$ cat src/rtl/stop_watch_pkg.sv
// Shared types and BCD time arithmetic for the stopwatch controller.
// Time is six packed BCD digits, hours tens in the MSB nibble.
package stop_watch_pkg;

    typedef struct packed {
        logic [3:0] hr_1;
        logic [3:0] hr_0;
        logic [3:0] min_1;
        logic [3:0] min_0;
        logic [3:0] sec_1;
        logic [3:0] sec_0;
    } bcd_time_t;

    localparam logic [3:0] SEC_MAX_TENS = 4'd5;
    localparam logic [3:0] MIN_MAX_TENS = 4'd5;
    localparam logic [3:0] DIGIT_MAX    = 4'd9;

    // Result is {carry/borrow, digit}.
    function automatic logic [4:0] dig_inc(input logic [3:0] d, input logic [3:0] max);
        return (d == max) ? {1'b1, 4'd0} : {1'b0, d + 4'd1};
    endfunction

    function automatic logic [4:0] dig_dec(input logic [3:0] d, input logic [3:0] max);
        return (d == 4'd0) ? {1'b1, max} : {1'b0, d - 4'd1};
    endfunction

    function automatic logic [6:0] bcd_hours(input bcd_time_t t);
        return (7'(t.hr_1) * 7'd10) + 7'(t.hr_0);
    endfunction

    function automatic logic bcd_at_max(input bcd_time_t t, input int unsigned hr_limit);
        return (t.sec_0 == DIGIT_MAX) && (t.sec_1 == SEC_MAX_TENS) &&
               (t.min_0 == DIGIT_MAX) && (t.min_1 == MIN_MAX_TENS) &&
               (32'(bcd_hours(t)) == (hr_limit - 32'd1));
    endfunction

    function automatic bcd_time_t bcd_inc(input bcd_time_t t, input int unsigned hr_limit);
        bcd_time_t n;
        logic      c;
        n = t;
        if (bcd_at_max(t, hr_limit)) begin
            n = '0;
        end else begin
            {c, n.sec_0} = dig_inc(t.sec_0, DIGIT_MAX);
            if (c) {c, n.sec_1} = dig_inc(t.sec_1, SEC_MAX_TENS);
            if (c) {c, n.min_0} = dig_inc(t.min_0, DIGIT_MAX);
            if (c) {c, n.min_1} = dig_inc(t.min_1, MIN_MAX_TENS);
            if (c) {c, n.hr_0}  = dig_inc(t.hr_0, DIGIT_MAX);
            if (c) n.hr_1 = t.hr_1 + 4'd1;
        end
        return n;
    endfunction

    // Saturates at zero: a countdown never wraps to the maximum.
    function automatic bcd_time_t bcd_dec(input bcd_time_t t);
        bcd_time_t n;
        logic      b;
        n = t;
        if (t != '0) begin
            {b, n.sec_0} = dig_dec(t.sec_0, DIGIT_MAX);
            if (b) {b, n.sec_1} = dig_dec(t.sec_1, SEC_MAX_TENS);
            if (b) {b, n.min_0} = dig_dec(t.min_0, DIGIT_MAX);
            if (b) {b, n.min_1} = dig_dec(t.min_1, MIN_MAX_TENS);
            if (b) {b, n.hr_0}  = dig_dec(t.hr_0, DIGIT_MAX);
            if (b) n.hr_1 = t.hr_1 - 4'd1;
        end
        return n;
    endfunction

    function automatic logic bcd_valid(input bcd_time_t t, input int unsigned hr_limit);
        logic digits_ok;
        digits_ok = (t.sec_0 <= DIGIT_MAX) && (t.sec_1 <= SEC_MAX_TENS) &&
                    (t.min_0 <= DIGIT_MAX) && (t.min_1 <= MIN_MAX_TENS) &&
                    (t.hr_0 <= DIGIT_MAX)  && (t.hr_1 <= DIGIT_MAX);
        return digits_ok && (32'(bcd_hours(t)) < hr_limit);
    endfunction

endpackage

$ cat src/rtl/stop_watch_ctrl_tick_gen.sv
// Count-unit prescaler: counts 0..TICK_DIV-1 while enabled, tick on the last value.
// tick is combinational so the time registers update on the same edge the prescaler wraps.
module tick_gen #(
    parameter int unsigned TICK_DIV = 200_000_000
) (
    input  logic clk,
    input  logic arst,
    input  logic en,
    input  logic clr,
    output logic tick
);
    localparam int unsigned   CW = $clog2(TICK_DIV);
    localparam logic [CW-1:0] TC = CW'(TICK_DIV - 1);

    logic [CW-1:0] cnt;

    assign tick = en && (cnt == TC);

    always_ff @(posedge clk or posedge arst) begin
        if (arst) begin
            cnt <= '0;
        end else if (clr || tick) begin
            cnt <= '0;
        end else if (en) begin
            cnt <= cnt + CW'(1);
        end
    end

endmodule

$ cat src/rtl/stop_watch_ctrl.sv
// BCD stopwatch/timer: live time, lap hold, wrap/expiry flags and preset load.
// Per-cycle priority is clr > accepted load > tick; lap acts alongside load.
module stop_watch_ctrl
    import stop_watch_pkg::*;
#(
    parameter int unsigned TICK_DIV = 200_000_000,
    parameter int unsigned HR_LIMIT = 24
) (
    input  logic        clk,
    input  logic        arst,
    input  logic        cnt_en,
    input  logic        clr,
    input  logic        dir,
    input  logic        load,
    input  logic [23:0] preset,
    input  logic        lap,
    output logic [23:0] time_out,
    output logic        tick,
    output logic        wrap,
    output logic        expired,
    output logic        lap_active,
    output logic        load_err
);
    bcd_time_t live_q;
    bcd_time_t lap_q;
    bcd_time_t preset_t;
    bcd_time_t live_inc;
    bcd_time_t live_dec;
    logic      preset_ok;
    logic      load_ok;
    logic      at_max;

    always_comb begin
        preset_t  = bcd_time_t'(preset);
        preset_ok = bcd_valid(preset_t, HR_LIMIT);
        load_ok   = load && preset_ok && !clr;
        live_inc  = bcd_inc(live_q, HR_LIMIT);
        live_dec  = bcd_dec(live_q);
        at_max    = bcd_at_max(live_q, HR_LIMIT);
    end

    // An accepted load restarts the count unit, just like clr.
    tick_gen #(
        .TICK_DIV (TICK_DIV)
    ) u_tick_gen (
        .clk  (clk),
        .arst (arst),
        .en   (cnt_en),
        .clr  (clr || load_ok),
        .tick (tick)
    );

    always_ff @(posedge clk or posedge arst) begin
        if (arst) begin
            live_q     <= '0;
            lap_q      <= '0;
            wrap       <= 1'b0;
            expired    <= 1'b0;
            lap_active <= 1'b0;
            load_err   <= 1'b0;
        end else begin
            wrap     <= 1'b0;
            load_err <= load && !preset_ok && !clr;
            if (clr) begin
                live_q     <= '0;
                lap_q      <= '0;
                lap_active <= 1'b0;
                expired    <= 1'b0;
            end else begin
                // Lap captures the pre-update live value, even when a load lands on the same edge.
                if (lap) begin
                    if (!lap_active) begin
                        lap_q      <= live_q;
                        lap_active <= 1'b1;
                    end else begin
                        lap_active <= 1'b0;
                    end
                end
                if (load_ok) begin
                    live_q  <= preset_t;
                    expired <= 1'b0;
                end else if (tick) begin
                    if (!dir) begin
                        live_q <= live_inc;
                        wrap   <= at_max;
                    end else begin
                        live_q <= live_dec;
                        if (live_dec == '0) begin
                            expired <= 1'b1;
                        end
                    end
                end
            end
        end
    end

    assign time_out = lap_active ? lap_q : live_q;

endmodule
$ cat config.mk
export PLATFORM = sky130hd
export DESIGN_NAME = stop_watch_ctrl
export DESIGN_NICKNAME = d
export VERILOG_FILES = /design/src/rtl/stop_watch_pkg.sv /design/src/rtl/stop_watch_ctrl_tick_gen.sv /design/src/rtl/stop_watch_ctrl.sv
export SDC_FILE = /design/constraint.sdc
export NUM_CORES = 1
export LEC_CHECK = 0
export ABC_AREA = 1
export ABC_CLOCK_PERIOD_IN_PS = 3400
export CAP_MARGIN = 25
export CORE_MARGIN = 1
export CORE_UTILIZATION = 45
export CTS_BUF_LIST = sky130_fd_sc_hd__clkbuf_8
export DETAILED_ROUTE_END_ITERATION = 12
export MAX_ROUTING_LAYER = met4
export SLEW_MARGIN = 10
export SYNTH_ARGS = -nofsm -noshare
export SYNTH_HDL_FRONTEND = slang
export SYNTH_SLANG_ARGS = --single-unit
export TNS_END_PERCENT = 20
$ cat constraint.sdc
create_clock -name clk -period 3.4 [get_ports clk]
set_input_delay 0.68 -clock clk [delete_from_list [all_inputs] [get_ports clk]]
set_output_delay 0.68 -clock clk [all_outputs]
set_load 0.05 [all_outputs]
==> run_results.csv <==
group,metric,value,unit
sta,period_needed,2.90,ns
sta,hold_viol_final,0,
grt,grt_max_degree,81,
critical_path,startpoint,"preset[21]",
logic_synthesis,yosysSeqAreaShare,30.6,%
final_layout,drive_gt1_share,10.1,%
die,dieHeight,123,um
sta,whs,0.512,ns
grt,grtUsageTotal,26.9,%
logic_synthesis,ys_ff_latch,80,
placed_design,placed_cell_area,7410,um2
logic_synthesis,ys.flop_type,"dfrtp_1",
power,pwr-share-comb,40.1,%
logic_synthesis,ys_types,48,
die,num_rows,43,
die,fp.dieW,123,um
placed_design,io_buffers,59,
clocking,clkTransAtPathRegs,0.07,ns
logic_synthesis,async_reset_ff_share,100,%
die,die-area,15000,um2
route,drt_iter0_markers,446,
power,pwr-share-seq,35.9,%
final_layout,antenna_cells,0,
sta,max_slew.worst_pin.slew,0.574,ns
power,power_switching,0.00124,W
critical_path,worst-setup-path-type,"in2reg",
worst_hold_path,hold_path_class,"reg2reg",
sta,rsz0062_at_grt,"false",
die,core-area,14000,um2
grt,grt_pass1_vias,5938,
grt,antenna_found_initial,0,
logic_synthesis,synth_area,6550,um2
final_layout,nFillCells,1394,
placed_design,dp_hpwl,13600,um
die,io_pins,60,
power,p_leak,3.57,nW
sta,fin_worst_skew,0.0129,ns
power,ir_worst_vdd,0.270,mV
route,vias,6279,
critical_path,reg2reg_from,"live_q[21]",
sta,fin_setup_tns,0,ns
route,route.detailed.drc,0,
clocking,cts.htree.levels,3,
final_layout,fin_area,7590,um2
critical_path,arrival,3.22,ns
final_layout,layoutNonFillerInstCount,1181,
logic_synthesis,synthCells,937,
final_layout,area_growth,16.0,%
logic_synthesis,yosysWarnings,0,
logic_synthesis,synthTopCellsByArea,"dfrtp_1, nand2_1, nand3_1",
power,power.internal,0.00174,W
clocking,hold_buffers,0,
critical_path,cp_max_fo,18,
clocking,post_cts_buffers,0,
logic_synthesis,synth_edf_count,0,
critical_path,required,3.71,ns
power,p_per_area,393,nW/um2
power,power,0.00298,W
placed_design,gp_congestion,0.881,
clocking,cts_tree,"yes",
clocking,cts_root_buf,"clkbuf_8",
logic_synthesis,synth.net_count,1001,
placed_design,place_inst,1166,
route,drt_pre_antenna_iters,5,
sta,finalCritPeriodShare,85.4,%
grt,grt_pass1_wl,30200,um
clocking,clk_latency,0.38,ns
sta,setup_viol,0,
sta,slew_headroom,61.4,%
sta,fmax,0.344,GHz
status,status,"finished clean",
clocking,cts_made_buffers,9,
route,viasPerCell,5.32,
logic_synthesis,synth_top_area_share,30.6,%
clocking,cts_buffer_depth,2,
grt,grt_overflow,0,
power,swShare,41.6,%
sta,drv_slew,0,
route,finalWirelength,18100,um
clocking,cts.repair.resized,0,
logic_synthesis,synth.largest_area_cell,"dfrtp_1",
die,start_util,46.6,%
route,wire_per_inst,15.3,um
final_layout,final_nets,1061,
critical_path,worstSetupStartpointType,"input pin",
clocking,clkSinkCount,80,
power,power_frac_clock,24.0,%
job,cap_violations,0,
route,antenna_left,0,
logic_synthesis,avgSynthCellArea,6.99,um2
critical_path,cp-end-kind,"flip-flop",
worst_hold_path,hold_start,"lap_q[9]",
==> critical path, cell delays in order <==
cell and delay (ns):
clkdlybuf4s50_1 0.43, ha_1 0.30, ha_1 0.13, inv_1 0.04, fa_1 0.37, xnor2_1 0.18, nand2_1 0.09, o21ai_2 0.22
nand4_4 0.12, nand2_4 0.10, inv_4 0.06, nand2_8 0.15, inv_4 0.09, nand2_4 0.11, nand2_1 0.06, nand2_1 0.06
==> flip-flops by register name, indices dropped and copies added (netlist names) <==
name	count
load_err	1
lap_active	1
u_tick_gen.cnt	28
expired	1
lap_q	24
wrap	1
live_q	24
==> layout by cell type (no fill, tap or decap), drive strengths merged <==
master and count:
or2 4, inv 95, xnor2 9, a21oi 17
a22oi 4, nand3b 8, buf 22, bufinv 1
nand4 26, nor3 16, clkdlybuf4s50 58, o211ai 6
dfrtp 80, o21ai 81, nand2 299, o22ai 6
ha 30, clkinvlp 1, clkinv 4, nor4 8
nor3b 4, xor2 30, nor2 87, a211oi 2
fa 3, clkbuf 10, nand3 90
==> power groups by stage <==
stage                     logic (W)  clock network, W  registers, W
after global placement      0.00119                 0       0.00109
after global routing        0.00133          0.000772       0.00108
after CTS                   0.00120          0.000727       0.00107
after floorplan            0.000868                 0       0.00110
after detailed placement    0.00119                 0       0.00109
final                       0.00120          0.000716       0.00107
==> path summary, 6_finish.rpt <==
kind / end / slack (ns) / depth (start not counted)
setup / recovery: u_tick_gen.cnt[23] / 0.50 / 16
hold / removal: lap_q[9] / 0.51 / 2
min in group asynchronous: live_q[6] / 0.70 / 3
max in group asynchronous: live_q[1] / 2.33 / 3
hold reg to reg: lap_q[9] / 0.51 / 2
setup reg to reg: live_q[18] / 0.58 / 18
==> cell families (layout without fill, tap and decap cells) <==
family	count (synthesis)	after routing	share of synthesized area, %
AO/OA/AOI/OAI	116	116	9.94
XOR/XNOR	39	39	5.22
adder cells (fa/ha/maj)	33	33	6.65
buffers and inverters	127	191	8.26
flip-flops	80	80	30.6
AND/OR/NAND/NOR	542	542	39.4
==> cells in the mapped netlist, types with 2 or more instances <==
library cell,instances
nor2_1,79
inv_4,2
xnor2_1,9
clkinv_1,2
nand3_1,82
nand4_1,24
buf_2,8
xor2_1,30
o21ai_0,62
a211oi_2,2
clkbuf_1,15
a22oi_1,4
inv_2,16
o22ai_1,6
dfrtp_1,80
or2_1,2
nor2_4,7
inv_1,76
nand3_2,4
o211ai_1,6
nand2_4,4
nor3b_1,3
nand3_4,4
nand3b_1,7
ha_1,30
a21oi_1,15
nand2_2,9
o21ai_1,17
nor3_2,3
or2_2,2
a21oi_2,2
buf_6,6
nor3_1,12
nand2_1,285
fa_1,3
nor4_1,7
==> area by class of cell <==
| type | instances | area (um2) | area share [%] |
|---|---|---|---|
| Clock buffer | 10 | 138 | 1.81 |
| Clock inverter | 5 | 50.0 | 0.659 |
| Inverter | 96 | 367 | 4.83 |
| Multi-Input combinational cell | 730 | 4010 | 52.7 |
| Sequential cell | 80 | 2000 | 26.4 |
| Tap cell | 180 | 225 | 2.97 |
| Timing Repair Buffer | 80 | 808 | 10.6 |
==> routing by layer <==
layer | global-route usage, % | part of all wire [%] | routed length (um)
met5 | - | 0 | 0
met4 | 7.62 | 1.8 | 321
met3 | 5.72 | 4.8 | 872
met2 | 42.1 | 46 | 8380
met1 | 34.9 | 47 | 8530
==> through the flow <==
step                worst slack, ns  utilization [%]
floorplan                     0.649                -
global placement             0.0950             52.7
detailed placement           0.0937             52.7
CTS                           0.488             54.1
global route                  0.304             54.1
finish                        0.497             54.1
No activity file was read; power rests on OpenSTA's default activity.
